===== src/rtl/muldiv_arbiter_if.sv =====
// Request/response bundle between the two execute stages, the arbiter and the
// shared multiply/divide unit.
interface muldiv_arbiter_if;
  logic        req_0, req_1;
  logic        div_0, div_1;
  logic        sgn_0, sgn_1;
  logic [31:0] a_0, b_0, a_1, b_1;
  logic        stall_0, stall_1;
  logic        done_0, done_1;
  logic [31:0] hi_out, lo_out;
  logic        unit_start;
  logic        unit_div, unit_sgn;
  logic [31:0] unit_a, unit_b;
  logic [31:0] unit_hi, unit_lo;
  logic        busy;

  // Arbiter side.
  modport slave (
    input  req_0, req_1, div_0, div_1, sgn_0, sgn_1,
    input  a_0, b_0, a_1, b_1, unit_hi, unit_lo,
    output stall_0, stall_1, done_0, done_1, hi_out, lo_out,
    output unit_start, unit_div, unit_sgn, unit_a, unit_b, busy
  );

  // Cores plus shared unit side.
  modport master (
    output req_0, req_1, div_0, div_1, sgn_0, sgn_1,
    output a_0, b_0, a_1, b_1, unit_hi, unit_lo,
    input  stall_0, stall_1, done_0, done_1, hi_out, lo_out,
    input  unit_start, unit_div, unit_sgn, unit_a, unit_b, busy
  );
endinterface


===== src/rtl/muldiv_arbiter.sv =====
// Round-robin sharing of one iterative multiply/divide unit between two cores:
// grant, start the unit, count its fixed latency, capture HI/LO, pulse done.
module muldiv_arbiter #(
  parameter int unsigned MULT_CYCLES = 4,
  parameter int unsigned DIV_CYCLES  = 32
) (
  input  logic clk,
  input  logic reset,
  muldiv_arbiter_if.slave bus
);

  typedef enum logic [1:0] {IDLE, RUN, RESP, DZ} state_t;

  localparam logic [5:0] MULT_LOAD = 6'(MULT_CYCLES - 1);
  localparam logic [5:0] DIV_LOAD  = 6'(DIV_CYCLES - 1);

  state_t      state_reg;
  logic [5:0]  cnt_reg;
  logic        last_grant_reg;
  logic        gnt_reg;

  logic        any_req;
  logic        pick_1;
  logic        sel_div, sel_sgn;
  logic [31:0] sel_a, sel_b;

  // On a tie the core that was not granted last wins.
  always_comb begin
    any_req = bus.req_0 | bus.req_1;
    pick_1  = bus.req_1 & (~bus.req_0 | ~last_grant_reg);
    sel_div = pick_1 ? bus.div_1 : bus.div_0;
    sel_sgn = pick_1 ? bus.sgn_1 : bus.sgn_0;
    sel_a   = pick_1 ? bus.a_1   : bus.a_0;
    sel_b   = pick_1 ? bus.b_1   : bus.b_0;
  end

  always_ff @(posedge clk or posedge reset) begin
    if (reset) begin
      state_reg      <= IDLE;
      cnt_reg        <= '0;
      last_grant_reg <= 1'b1;
      gnt_reg        <= 1'b0;
      bus.unit_start <= 1'b0;
      bus.unit_div   <= 1'b0;
      bus.unit_sgn   <= 1'b0;
      bus.unit_a     <= '0;
      bus.unit_b     <= '0;
      bus.hi_out     <= '0;
      bus.lo_out     <= '0;
      bus.done_0     <= 1'b0;
      bus.done_1     <= 1'b0;
    end else begin
      bus.unit_start <= 1'b0;
      bus.done_0     <= 1'b0;
      bus.done_1     <= 1'b0;
      case (state_reg)
        IDLE: begin
          if (any_req) begin
            gnt_reg        <= pick_1;
            last_grant_reg <= pick_1;
            bus.unit_div   <= sel_div;
            bus.unit_sgn   <= sel_sgn;
            bus.unit_a     <= sel_a;
            bus.unit_b     <= sel_b;
            if (sel_div && (sel_b == 32'd0)) begin
              state_reg <= DZ;
            end else begin
              state_reg      <= RUN;
              cnt_reg        <= sel_div ? DIV_LOAD : MULT_LOAD;
              bus.unit_start <= 1'b1;
            end
          end
        end
        RUN: begin
          if (cnt_reg == 6'd0) begin
            bus.hi_out <= bus.unit_hi;
            bus.lo_out <= bus.unit_lo;
            bus.done_0 <= ~gnt_reg;
            bus.done_1 <= gnt_reg;
            state_reg  <= RESP;
          end else begin
            cnt_reg <= cnt_reg - 6'd1;
          end
        end
        DZ: begin
          // Divide by zero is answered locally; the shared unit stays idle.
          bus.hi_out <= bus.unit_a;
          bus.lo_out <= 32'hFFFF_FFFF;
          bus.done_0 <= ~gnt_reg;
          bus.done_1 <= gnt_reg;
          state_reg  <= RESP;
        end
        RESP: begin
          state_reg <= IDLE;
        end
        default: begin
          state_reg <= IDLE;
        end
      endcase
    end
  end

  assign bus.stall_0 = bus.req_0 & ~bus.done_0;
  assign bus.stall_1 = bus.req_1 & ~bus.done_1;
  assign bus.busy    = (state_reg != IDLE);

endmodule


===== src/flat_wrapper.sv =====
// flat-port wrapper written by rule: the top's interface ports become plain ports
module muldiv_arbiter_flat 
#(
  parameter int unsigned MULT_CYCLES = 4,
  parameter int unsigned DIV_CYCLES  = 32
)
  (clk, reset, bus_req_0, bus_req_1, bus_div_0, bus_div_1, bus_sgn_0, bus_sgn_1, bus_a_0, bus_b_0, bus_a_1, bus_b_1, bus_unit_hi, bus_unit_lo, bus_stall_0, bus_stall_1, bus_done_0, bus_done_1, bus_hi_out, bus_lo_out, bus_unit_start, bus_unit_div, bus_unit_sgn, bus_unit_a, bus_unit_b, bus_busy);
  muldiv_arbiter_if bus_i ();
  input  logic clk;
  input  logic reset;
  input wire logic [$bits(bus_i.req_0)-1:0] bus_req_0;
  input wire logic [$bits(bus_i.req_1)-1:0] bus_req_1;
  input wire logic [$bits(bus_i.div_0)-1:0] bus_div_0;
  input wire logic [$bits(bus_i.div_1)-1:0] bus_div_1;
  input wire logic [$bits(bus_i.sgn_0)-1:0] bus_sgn_0;
  input wire logic [$bits(bus_i.sgn_1)-1:0] bus_sgn_1;
  input wire logic [$bits(bus_i.a_0)-1:0] bus_a_0;
  input wire logic [$bits(bus_i.b_0)-1:0] bus_b_0;
  input wire logic [$bits(bus_i.a_1)-1:0] bus_a_1;
  input wire logic [$bits(bus_i.b_1)-1:0] bus_b_1;
  input wire logic [$bits(bus_i.unit_hi)-1:0] bus_unit_hi;
  input wire logic [$bits(bus_i.unit_lo)-1:0] bus_unit_lo;
  output wire logic [$bits(bus_i.stall_0)-1:0] bus_stall_0;
  output wire logic [$bits(bus_i.stall_1)-1:0] bus_stall_1;
  output wire logic [$bits(bus_i.done_0)-1:0] bus_done_0;
  output wire logic [$bits(bus_i.done_1)-1:0] bus_done_1;
  output wire logic [$bits(bus_i.hi_out)-1:0] bus_hi_out;
  output wire logic [$bits(bus_i.lo_out)-1:0] bus_lo_out;
  output wire logic [$bits(bus_i.unit_start)-1:0] bus_unit_start;
  output wire logic [$bits(bus_i.unit_div)-1:0] bus_unit_div;
  output wire logic [$bits(bus_i.unit_sgn)-1:0] bus_unit_sgn;
  output wire logic [$bits(bus_i.unit_a)-1:0] bus_unit_a;
  output wire logic [$bits(bus_i.unit_b)-1:0] bus_unit_b;
  output wire logic [$bits(bus_i.busy)-1:0] bus_busy;
  assign bus_i.req_0 = bus_req_0;
  assign bus_i.req_1 = bus_req_1;
  assign bus_i.div_0 = bus_div_0;
  assign bus_i.div_1 = bus_div_1;
  assign bus_i.sgn_0 = bus_sgn_0;
  assign bus_i.sgn_1 = bus_sgn_1;
  assign bus_i.a_0 = bus_a_0;
  assign bus_i.b_0 = bus_b_0;
  assign bus_i.a_1 = bus_a_1;
  assign bus_i.b_1 = bus_b_1;
  assign bus_i.unit_hi = bus_unit_hi;
  assign bus_i.unit_lo = bus_unit_lo;
  assign bus_stall_0 = bus_i.stall_0;
  assign bus_stall_1 = bus_i.stall_1;
  assign bus_done_0 = bus_i.done_0;
  assign bus_done_1 = bus_i.done_1;
  assign bus_hi_out = bus_i.hi_out;
  assign bus_lo_out = bus_i.lo_out;
  assign bus_unit_start = bus_i.unit_start;
  assign bus_unit_div = bus_i.unit_div;
  assign bus_unit_sgn = bus_i.unit_sgn;
  assign bus_unit_a = bus_i.unit_a;
  assign bus_unit_b = bus_i.unit_b;
  assign bus_busy = bus_i.busy;
  muldiv_arbiter #(.MULT_CYCLES(MULT_CYCLES), .DIV_CYCLES(DIV_CYCLES)) u_core (.clk(clk), .reset(reset), .bus(bus_i));
endmodule

===== config.mk =====
export PLATFORM = sky130hd
export DESIGN_NAME = muldiv_arbiter_flat
export DESIGN_NICKNAME = d
export VERILOG_FILES = /design/src/rtl/muldiv_arbiter_if.sv /design/src/rtl/muldiv_arbiter.sv /design/src/flat_wrapper.sv
export SDC_FILE = /design/constraint.sdc
export NUM_CORES = 1
export LEC_CHECK = 0
export CAP_MARGIN = 40
export CORE_AREA = 2 2 130 132
export CTS_CLUSTER_DIAMETER = 40
export DETAILED_ROUTE_END_ITERATION = 7
export DIE_AREA = 0 0 132 134
export PLACE_DENSITY = 0.89
export REMOVE_ABC_BUFFERS = 1
export SLEW_MARGIN = 0
export SYNTH_ARGS = -nofsm -noshare
export SYNTH_HDL_FRONTEND = slang
export SYNTH_SLANG_ARGS = --single-unit

===== constraint.sdc =====
create_clock -name clk -period 6.5 [get_ports clk]
set_clock_uncertainty 0.05 [all_clocks]
set_input_delay 1.3 -clock clk [delete_from_list [all_inputs] [get_ports clk]]
set_output_delay 1.3 -clock clk [all_outputs]
set_load 0.03 [all_outputs]

==> implementation parameters <==
Parameter                              Value

Synthesis
  Cell area after synthesis    0.00644 mm^2
  Seq cells post-synth    roughly 140
  Number of synthesized flops with an enable pin    0
  Share of the yosys chip area belonging to registers    55.5%
  Yosys synthesis warning count    0
  Count of cell types in the netlist    between 40 and 50
  FFs w/ async S/R, synth    100%
  Post-synthesis average cell area    between 9 and 10 um^2
  Synth Instances    667
  Primary FF master, synth    dfrtp_1

Timing
  Total Neg Setup Slack    0 ns
  Setup ws final    ~2.3 ns
  Final critical path time including I/O delays and setup    about 4.2 ns
  Highest attainable clock frequency    about 240 MHz
  Slew @ Worst Pin    approximately 0.85 ns
  Fin. Hold Viols    0
  Setup violations, final    0
  Share of the clock period used by the worst path    roughly 64%
  Unrepaired setup endpoints after global routing    false
  Final Max Slew Viols    0
  Worst slew slack as a fraction of its limit    a little over two fifths

CTS
  Number of CTS-inserted buffers    17
  Number of gates given a new drive strength after cts    0
  Deepest level of the CTS H-tree    4
  CTS tree    yes
  Latest clock arrival within the worst-skew pair    ~0.42 ns
  Clk buf depth    2
  Worst-path clk slew    roughly 0.06 ns
  CTS Hold Buffers Added    0
  Clk sinks    143
  Buffers inserted by post-CTS timing repair    0
  Root buffer cell    clkbuf_16

Global routing
  Overflow left after global routing    0
  Most Crowded Layer GR    met2
  Met2 track demand over resource in global routing    42.9%
  Initial antenna violation count    0
  Vias in the first global route    ~6,500
  Pin count of the biggest net entering global routing    78
  GRT Overall Usage    24.9%
  Wire length of the first global-routing pass    ~35,000 um
  GR met1 Demand/Resource    between 20% and 30%
  Met3 Resource Use GR    6.16%

Floorplanning
  Number of top-level pins    336
  DIE HEIGHT    ~130 um
  Placement row count    between 40 and 50
  Die width    approximately 130 um
  Total core area    0.0163 mm^2
  Die area    between 0.015 and 0.02 mm^2
  Initial core utilization    about two fifths

Detailed routing
  Count of vias placed by the detailed router    between 6,000 and 7,000
  Vias per std cell    between 5 and 6
  Antenna viol nets, final    0
  WL final    between 20,000 and 25,000 um
  Number of search-and-repair iterations in the first detailed-routing pass    5
  Average detailed-routed wire length per instance    18.0 um
  Number of DRC markers in iteration 0    420
  Detailed-route DRC error count    0

Layout
  Multi-input gate area    between 0.002 and 0.003 mm^2
  Final Instance Count excl. Fillers    between 1,000 and 1,500
  Post-route core utilization    about two thirds
  Layout Area Growth over Synthesis    64.7%
  Fraction of final layout cells with drive strength greater than 1    under 10%
  Most used cells in the layout excluding fill and tap cells    335 x clkdlybuf4s50_1, 167 x nand2_1, 142 x dfrtp_1, 74 x nor2_1, 65 x a31oi_1
  Diode count    0
  Footprint of the flip-flops and latches    0.00358 mm^2
  Fillers    approximately 1,300
  Most common cell after layout, fill and taps aside    clkdlybuf4s50_1
  Final #Nets    about 1,200

Setup path
  Top cell by count, worst path    clkdlybuf4s50_1
  Cell family contributing the most delay on the critical path    buffers and inverters
  Minimum setup slack among reg-to-reg paths    approximately 3.8 ns
  CP Max Fanout    5
  Launch point of the worst reg-to-reg path    u_core.state_reg[0]$_DFFE_PP0P_
  Highest cell delay on the worst timing path    between 0.6 and 0.7 ns
  Endpoint of the worst-slack reg-to-reg timing path    u_core.bus.unit_b[22]$_DFFE_PP0P_
  Arrival time of the worst setup path    around 2.8 ns
  Worst setup path category    in -> out
  Required time of the critical path    5.15 ns
  Slowest cell on the critical path    clkdlybuf4s50_1
  Category of the worst setup path capture point    output port
  Cells along the critical path    clkdlybuf4s50_1, nor2b_1, clkdlybuf4s50_1
  Startpoint Class    input port
  Total buffers and inverters traversed by the critical path    2
  Worst reg-to-reg path cell count    5

Placement
  Instance count after placement with tap cells included    around 1,200
  Total of buffers placed on input and output ports    335
  Global placement routability congestion    0.838
  DP HPWL    16,300 um
  Worst Setup Slack post-DPL    about 2.4 ns

Run status
  Status    finished, final reports clean

Pwr
  Worst VDD drop    about 0.00024 V
  Leak pwr    4.47 nW
  Total Power Consumption    5.42 mW
  Power per cell area    between 500 and 600 mW/mm^2

Worst hold path
  Cell depth of the worst hold path    1
  Endpoint of the worst hold-timing path    u_core.bus.done_0$_DFF_PP0_
  Path type of the worst min-delay path    reg -> reg
  Hold path start    u_core.gnt_reg$_DFFE_PP0P_

Job
  Max-cap viol count    0
-- logic make-up (layout without fill, tap and decap cells) --
| logic type | count (synthesis) | after routing | synth area share [%] |
|---|---|---|---|
| buffers and inverters | 50 | 379 | 4.37 |
| adder cells (fa/ha/maj) | 2 | 2 | 0.388 |
| flip-flops | 143 | 143 | 55.5 |
| AND/OR/NAND/NOR | 284 | 284 | 18.4 |
| AO/OA/AOI/OAI | 154 | 154 | 16.0 |
| multiplexers | 34 | 34 | 5.32 |
-- cell usage after synthesis (4+ instances only) --
cell      instances  area share, %
mux2i_1          32            5.0
nor2_1           74            4.3
buf_4            16            1.9
o22a_1           33            4.5
dfrtp_1         142             55
a21oi_1           5           0.39
nand2_1         168            9.8
buf_2            15            1.2
o21ai_0          34            2.6
nand3_1           4           0.31
nor3_1            6           0.47
nor4_1           13            1.3
clkbuf_1         11           0.64
a31oi_1          65            6.3
nand4_1           4           0.39
-- per-layer routing --
metal	share of wire (%)	wire length [um]
met1	40	8750
met2	51	11200
met3	5.6	1230
met4	3.2	699
met5	0	0
-- worst register-to-register path, stage by stage (launching register included) --
cell and delay (ns):
dfrtp_1 0.50, or2_1 0.38, nor2_8 0.69, buf_4 0.66, nor2_1 0.12, a31oi_1 0.17
-- report_power, final --
| part | leakage (nW) | switching [mW] | internal, mW |
|---|---|---|---|
| sequential | 1.58 | 0.291 | 1.32 |
| clock | 0.316 | 0.377 | 0.698 |
| combinational | 2.57 | 1.58 | 1.16 |
| total | 4.47 | 2.25 | 3.18 |
-- stage by stage --
step                area, um^2  hold WS, ns
floorplan                 6180        0.360
global placement          9870        0.390
detailed placement        9970        0.396
CTS                      10600        0.412
global route             10600        0.439
finish                   10600        0.403
-- how the worst max path moves through the flow --
stage,startpoint,end,slack (ns),cells past startpoint
floorplan,reset,u_core.bus.done_0$_DFF_PP0_,1.31,1
global placement,bus_req_0,bus_stall_0,2.38,3
detailed placement,bus_req_0,bus_stall_0,2.37,3
CTS,bus_req_0,bus_stall_0,2.35,3
global route,bus_req_0,bus_stall_0,2.25,3
finish,bus_req_0,bus_stall_0,2.33,3
-- final cells by class --
class / instances / area share [%]
Clock inverter: 11 / 1.76
Timing Repair Buffer: 344 / 32.9
Sequential cell: 143 / 33.7
Clock buffer: 20 / 4.30
Inverter: 4 / 0.189
Multi-Input combinational cell: 474 / 24.5
Tap cell: 220 / 2.59
(Power assumes the default switching activity.)
